==> src/rtl/regfile_dump_if.sv <==
// Streaming output port of regfile_dump (valid/ready word stream to the debug/trace path).
// out_idx and the COUNT_BITS parameter exist only when REGFILE_DUMP_IDX_EN is defined.
interface regfile_dump_if #(
   parameter int unsigned WORD_SIZE = 8
`ifdef REGFILE_DUMP_IDX_EN
   , parameter int unsigned COUNT_BITS = 3
`endif
);
   logic [WORD_SIZE-1:0]  out_data;
   logic                  out_valid;
   logic                  out_ready;
   logic                  out_last;
`ifdef REGFILE_DUMP_IDX_EN
   logic [COUNT_BITS-1:0] out_idx;

   modport master (
      output out_data,
      output out_valid,
      output out_last,
      output out_idx,
      input  out_ready
   );

   modport slave (
      input  out_data,
      input  out_valid,
      input  out_last,
      input  out_idx,
      output out_ready
   );
`else
   modport master (
      output out_data,
      output out_valid,
      output out_last,
      input  out_ready
   );

   modport slave (
      input  out_data,
      input  out_valid,
      input  out_last,
      output out_ready
   );
`endif
endinterface

==> src/rtl/regfile_dump.sv <==
// Register-file debug dump: walks indices 0..COUNT-1 through one read port and streams the words.
// Optional feature macro: REGFILE_DUMP_IDX_EN adds out_idx to the stream interface.
`ifndef WORD_SIZE
`define WORD_SIZE 8
`endif
`ifndef NUM_REGISTERS
`define NUM_REGISTERS 8
`endif

module regfile_dump #(
   parameter  int unsigned WORD_SIZE  = `WORD_SIZE,
   parameter  int unsigned COUNT      = `NUM_REGISTERS,
   localparam int unsigned COUNT_BITS = $clog2(COUNT)
) (
   input  logic                  clk,
   input  logic                  rst_n,
   input  logic                  start_i,
   output logic                  busy_o,
   output logic                  done_o,
   output logic [COUNT_BITS-1:0] idx_read_o,
   input  logic [WORD_SIZE-1:0]  data_read_i,
   regfile_dump_if.master        out_if
);

   typedef enum logic [1:0] {StIdle, StFetch, StSend} state_e;

   localparam logic [COUNT_BITS-1:0] LastIdx = COUNT_BITS'(COUNT - 1);

   state_e                state_q, state_d;
   logic [COUNT_BITS-1:0] idx_q, idx_d;
   logic [WORD_SIZE-1:0]  data_q, data_d;
   logic                  valid_q, valid_d;
   logic                  last_q, last_d;
   logic                  done_q, done_d;
`ifdef REGFILE_DUMP_IDX_EN
   logic [COUNT_BITS-1:0] oidx_q, oidx_d;
`endif

   logic is_last;
   logic hs;

   assign is_last = (idx_q == LastIdx);
   assign hs      = valid_q && out_if.out_ready;

   always_ff @(posedge clk or negedge rst_n) begin
      if (!rst_n) begin
         state_q <= StIdle;
      end else begin
         state_q <= state_d;
      end
   end

   always_comb begin
      state_d = state_q;
      unique case (state_q)
         StIdle:  if (start_i) state_d = StFetch;
         StFetch: state_d = StSend;
         StSend:  if (hs) state_d = is_last ? StIdle : StFetch;
         default: state_d = StIdle;
      endcase
   end

   // Output registers: the word is captured in FETCH and frozen for the whole SEND phase.
   always_comb begin
      idx_d   = idx_q;
      data_d  = data_q;
      valid_d = valid_q;
      last_d  = last_q;
      done_d  = done_q;
`ifdef REGFILE_DUMP_IDX_EN
      oidx_d  = oidx_q;
`endif
      unique case (state_q)
         StIdle: begin
            done_d = 1'b0;
            if (start_i) idx_d = '0;
         end
         StFetch: begin
            data_d  = data_read_i;
            valid_d = 1'b1;
            last_d  = is_last;
`ifdef REGFILE_DUMP_IDX_EN
            oidx_d  = idx_q;
`endif
         end
         StSend: begin
            if (hs) begin
               valid_d = 1'b0;
               last_d  = 1'b0;
               if (is_last) begin
                  idx_d  = '0;
                  done_d = 1'b1;
               end else begin
                  idx_d = idx_q + COUNT_BITS'(1);
               end
            end
         end
         default: ;
      endcase
   end

   always_ff @(posedge clk or negedge rst_n) begin
      if (!rst_n) begin
         idx_q   <= '0;
         data_q  <= '0;
         valid_q <= 1'b0;
         last_q  <= 1'b0;
         done_q  <= 1'b0;
`ifdef REGFILE_DUMP_IDX_EN
         oidx_q  <= '0;
`endif
      end else begin
         idx_q   <= idx_d;
         data_q  <= data_d;
         valid_q <= valid_d;
         last_q  <= last_d;
         done_q  <= done_d;
`ifdef REGFILE_DUMP_IDX_EN
         oidx_q  <= oidx_d;
`endif
      end
   end

   assign busy_o           = (state_q != StIdle);
   assign done_o           = done_q;
   assign idx_read_o       = idx_q;
   assign out_if.out_data  = data_q;
   assign out_if.out_valid = valid_q;
   assign out_if.out_last  = last_q;
`ifdef REGFILE_DUMP_IDX_EN
   assign out_if.out_idx   = oidx_q;
`endif

endmodule

==> src/flat_wrapper.sv <==
// flat-port wrapper written by rule: the top's interface ports become plain ports
module regfile_dump_flat 
#(
   parameter  int unsigned WORD_SIZE  = `WORD_SIZE,
   parameter  int unsigned COUNT      = `NUM_REGISTERS,
   localparam int unsigned COUNT_BITS = $clog2(COUNT)
)
  (clk, rst_n, start_i, busy_o, done_o, idx_read_o, data_read_i, out_if_out_data, out_if_out_valid, out_if_out_last, out_if_out_ready);
  regfile_dump_if #(.WORD_SIZE(WORD_SIZE)) out_if_i ();
  input  logic clk;
  input  logic rst_n;
  input  logic start_i;
  output logic busy_o;
  output logic done_o;
  output logic [COUNT_BITS-1:0] idx_read_o;
  input  logic [WORD_SIZE-1:0] data_read_i;
  output wire logic [$bits(out_if_i.out_data)-1:0] out_if_out_data;
  output wire logic [$bits(out_if_i.out_valid)-1:0] out_if_out_valid;
  output wire logic [$bits(out_if_i.out_last)-1:0] out_if_out_last;
  input wire logic [$bits(out_if_i.out_ready)-1:0] out_if_out_ready;
  assign out_if_out_data = out_if_i.out_data;
  assign out_if_out_valid = out_if_i.out_valid;
  assign out_if_out_last = out_if_i.out_last;
  assign out_if_i.out_ready = out_if_out_ready;
  regfile_dump #(.WORD_SIZE(WORD_SIZE), .COUNT(COUNT)) u_core (.clk(clk), .rst_n(rst_n), .start_i(start_i), .busy_o(busy_o), .done_o(done_o), .idx_read_o(idx_read_o), .data_read_i(data_read_i), .out_if(out_if_i));
endmodule
==> config.mk <==
export PLATFORM = sky130hd
export DESIGN_NAME = regfile_dump_flat
export DESIGN_NICKNAME = d
export VERILOG_FILES = /design/src/rtl/regfile_dump_if.sv /design/src/rtl/regfile_dump.sv /design/src/flat_wrapper.sv
export SDC_FILE = /design/constraint.sdc
export NUM_CORES = 1
export LEC_CHECK = 0
export ABC_AREA = 1
export CORE_UTILIZATION = 41
export DETAILED_ROUTE_END_ITERATION = 7
export GPL_ROUTABILITY_DRIVEN = 0
export PLACE_DENSITY = 0.85
export RECOVER_POWER = 50
export SLEW_MARGIN = 20
export SYNTH_ARGS = -nofsm -noshare
export SYNTH_HDL_FRONTEND = slang
export SYNTH_SLANG_ARGS = --single-unit
==> constraint.sdc <==
create_clock -name clk -period 1.45 [get_ports clk]
set_input_delay 0.2175 -clock clk [delete_from_list [all_inputs] [get_ports clk]]
set_output_delay 0.2175 -clock clk [all_outputs]
set_load 0.1 [all_outputs]
---- Word level (Yosys, flattened, before mapping) ----
Index checks and enable logic that the tools add are counted.
W data, S select, Z words.
storage, ports and cells
  register bits after elaboration ......... 16
  output and inout port bits .............. 15
  logic and storage cells ................. 36
cells by class
  reduce and logical (&&, ||, !) cells .... 9
  eq/ne operators ......................... 6
  $add $sub $neg .......................... 1
  muxes and demuxes ....................... 14
operators by type and width
  kind                   number
  $mux W3                3
  $pmux W1 S2            3
  $pmux W2 S3            1
  $pmux W3 S2            1
  $reduce_and A3 Y1      2
  $reduce_bool A2 Y1     3
  $mux W1                4
  $mux W2                2
  $ne A2 B1 Y1 const B   2
  $reduce_and A2 Y1      2
  $add A3 B1 Y3 const B  1
  $eq A3 B3 Y1 const B   1
  $eq A2 B1 Y1 const B   1
  $eq A2 B2 Y1 const B   1
  $logic_not A2 Y1       1
  $ne A2 B2 Y1 const B   1
  $logic_and A1 B1 Y1    1

---- Longest topological paths before layout ----
Gate-level depths: netlist of the first run.
  depth after elaboration ................. 4
  depth in mapped cells ................... 7

---- Worst setup path after synthesis of the first run ----
No wires, ideal clock.
  path kind ............................... flip-flop to flip-flop
  start point ............................. register u_core.idx_q[0] (netlist: u_core.idx_read_o[0])
  end point ............................... register u_core.done_q (netlist: u_core.done_o)
  required time ........................... 1.328 ns
  setup time .............................. 0.122 ns
  path slack .............................. -0.351 ns
  path buffers ............................ 0
  clock period less this slack ............ 1.801 ns
  arrival time ............................ 1.679 ns
  cell stages (with the launch flop) ...... 8
  path through ............................ dfrtp_1 ha_1 ha_1 inv_1 nand3_1 nand3_1 nand2_1 nand2_1
on the way
  word-level cells in the longest chain between the ends .. 3
RTL lines
  element                             line                 source
  start, declared                     regfile_dump.sv:30   logic [COUNT_BITS-1:0] idx_q, idx_d;
  start signal, assigned              regfile_dump.sv:113  idx_q <= idx_d;
  $eq A3 B3 Y1                        regfile_dump.sv:42   assign is_last = (idx_q == LastIdx);
  $ne A2 B1 Y1 (no source line)       --
  $reduce_and A3 Y1 (no source line)  --
  end signal, assigned                regfile_dump.sv:117  done_q <= done_d;
  end, declared                       regfile_dump.sv:34   logic done_q, done_d;
No other way between the ends.
A chain may end at the register's enable or synchronous reset.

---- Final worst setup path of the first run ----
  start point ............................. register u_core.idx_q[0] (netlist: u_core.idx_read_o[0])
  end point ............................... register u_core.idx_q[0] (netlist: u_core.idx_read_o[0])
on the way
  word-level cells in the longest chain between the ends .. 4
RTL lines
  element                                               line                                    source
  $add A3 B1 Y3 / $eq A3 B3 Y1 (equally long branches)  regfile_dump.sv:94, regfile_dump.sv:42
  $mux W3 (*)                                           regfile_dump.sv:90                      if (is_last) begin
  $mux W3 (*)                                           regfile_dump.sv:87                      if (hs) begin
  $pmux W3 S2 (*)                                       regfile_dump.sv:73                      unique case (state_q)
Every way passes the cells marked *; elsewhere a longest branch is shown, timed or not. The select of a mux whose other input is x is not followed.

==> impl_metrics.toml, run 1 <==
[detailed_routing]
dr.pass1.iters = 6
drc = 2
wl_mm = 1.54
drtIter0Drc = 16
wl_per_cell_um = 11.8
avgViaCountPerCell = 4.98
detail-route-antenna-nets = 0
dr_total_vias = 652

[sta]
max_slew_margin_pct = 44.6
final-hold-violation-count = 0
hold-worst-slack_ps = 464
drv_slew = 0
finalCriticalPeriod_ps = 1380
setup_viol = 0
fmax_ghz = 0.725
rsz0062_at_grt = "no"
tightest_slew_ps = 831
period_share_pct = 95.1
skew_ps = 1.55

[cts]
cts_tree = "built"
clock_latency_ps = 280
clockBufferDepth = 2
cts_buffers = 3
cts-root-buf = "clkbuf_4"
clock_sinks = 16
h-tree-depth = 1
path_clk_slew_ps = 90

[global_routing]
grt_use_total_pct = 18.5
grt_max_degree = 17
overflow = 0
antenna_found_initial = 0
grt_pass1_wl_mm = 2.60
grt_pass1_vias = 610

[run_status]
status = "finished, violations left"
violations = "design-rule violations"

[final_layout]
regArea_um2 = 412
n_fill_cell = 87
final_util_pct = 76.7
nets = 130
drive_gt1_share_pct = 27.8
multi_input_area_um2 = 265
syn_to_final_growth_pct = 68.9
antenna_cells = 0

[floorplan]
die_y_um = 43.6
ioPinCount = 27
die_w_um = 43.6
start_util_pct = 45.4
core_area_mm2 = 0.00156
floorplan.die_area_mm2 = 0.00190
rows = 14

[logic_synthesis]
ys_ff_latch = 16
yosysTopAreaCellShare_pct = 56.5
ys.flop_type = "dfrtp_1"
synth.area.top_cells = "dfrtp_1 57%, nand2_1 19%, nand3_1 6.4%, ha_1 3.5%, inv_1 3.2%"
syn_nets = 97
syn_inst = 83
ys_async_sr_fraction_pct = 100
synth_common_cells = "36 x nand2_1, 16 x dfrtp_1, 9 x nand3_1"
seq_area_frac_synth_pct = 56.5
yosys_warnings = 0
ys_types = 13
synth.most_common_cell = "nand2_1"
synth.largest_area_cell = "dfrtp_1"
synth_edf_count = 0
syn_avg_cell_area_um2 = 8.53
mappedNetlistArea_um2 = 708

[setup_path]
crit_required_ps = 1670
crit_type = "reg2reg"
critPathLaunchType = "flip-flop"
cp-end-kind = "flip-flop"
critPathMaxFanout = 3
cp.arrival_ps = 1600

[placed_design]
hpwlAfterDp_mm = 1.21
io_buffers = 26

[hold_path]
hold_class = "in2reg"

[flow_run]
cap_violations = 0
-- flip-flops by register name, summed over array words and instances, names as in the netlist --
signal / cells
u_core.idx_read_o: 3
u_core.out_if.out_valid: 1
u_core.done_o: 1
u_core.state_q: 2
u_core.out_if.out_last: 1
u_core.out_if.out_data: 8
-- area by class of cell --
| cell class | instances | share of cell area (%) |
|---|---|---|
| Sequential cell | 16 | 34.4 |
| Timing Repair Buffer | 29 | 35.9 |
| Multi-Input combinational cell | 57 | 22.2 |
| Tap cell | 16 | 1.67 |
| Clock buffer | 4 | 3.03 |
| Inverter | 9 | 2.82 |
-- worst max-delay path, cell delays in order, from the launching register on --
cell and delay (ps):
dfrtp_4 510, ha_1 210, ha_1 210, inv_1 80, nand3_1 80, nor2_1 130
nand2_1 60, nand2_1 50
-- worst paths after layout --
path,startpoint,to,slack [ps],depth (start not counted)
setup / recovery,u_core.idx_read_o[0],u_core.idx_read_o[0],70,7
hold / removal,data_read_i[7],u_core.out_if.out_data[7],460,3
setup reg to reg,u_core.idx_read_o[0],u_core.idx_read_o[0],70,7
hold reg to reg,u_core.out_if.out_data[4],u_core.out_if.out_data[4],540,2
max in group asynchronous,rst_n,u_core.idx_read_o[1],310,2
min in group asynchronous,rst_n,u_core.idx_read_o[0],540,2
-- cells by family after synthesis --
| family | after synthesis | synth area share (%) |
|---|---|---|
| AND/OR/NAND/NOR | 53 | 31.8 |
| adder cells (fa/ha/maj) | 2 | 3.53 |
| buffers and inverters | 10 | 6.36 |
| flip-flops | 16 | 56.5 |
| AO/OA/AOI/OAI | 2 | 1.77 |
-- metal layers --
metal | wire (um) | GRT usage, %
met1 | 583 | 19.9
met2 | 836 | 36.1
met3 | 120 | 5.42
met4 | 0 | 1.88
met5 | 0 | 0
-- layout by cell type (no fill, tap or decap) --
master	n
ha_1	2
nor2_1	3
clkdlybuf4s50_1	10
clkbuf_1	1
inv_2	1
inv_1	8
clkbuf_4	3
nand2_1	36
nand2_2	2
dfrtp_4	2
buf_4	2
a22oi_1	1
nand3_1	9
nor2_4	1
nor2_2	2
o21ai_0	1
clkbuf_8	1
dfrtp_1	11
dlygate4sd3_1	1
buf_12	15
dfrtp_2	3
-- metrics by stage --
step           setup slack (ps)  instance area [um2]  TNS, ps  std cells
6_report                   71.1                 1200        0        131
3_5_place_dp               81.7                 1150        0        126
5_1_grt                    5.29                 1200        0        131
3_3_place_gp                153                 1150        0        126
4_1_cts                    52.2                 1190        0        130
2_1_floorplan             -7.71                  718    -7.71         83
-- timing repair --
item | in CTS | in global routing
endpoints found under the setup margin | 0 | 2
hold buffers | 0 | 0
buffers inserted | 0 | 1
gates resized for setup | 0 | 2
Power of run 1 is not shown: default switching activity piles up to over one toggle a cycle in this logic, so the estimate is an artifact.
==> inputs of run 2 (changes only) <==
--- a/config.mk
+++ b/config.mk
@@ -7,6 +7,7 @@
 export LEC_CHECK = 0
 export ABC_AREA = 1
 export CORE_UTILIZATION = 41
+export CTS_BUF_LIST = sky130_fd_sc_hd__clkbuf_4 sky130_fd_sc_hd__clkbuf_8 sky130_fd_sc_hd__clkbuf_16
 export DETAILED_ROUTE_END_ITERATION = 7
 export GPL_ROUTABILITY_DRIVEN = 0
 export PLACE_DENSITY = 0.85
==> results of run 2 <==
No change in the layout: final DEF, timing and power equal those of run 1.
Power of run 2 is left out for the same reason.
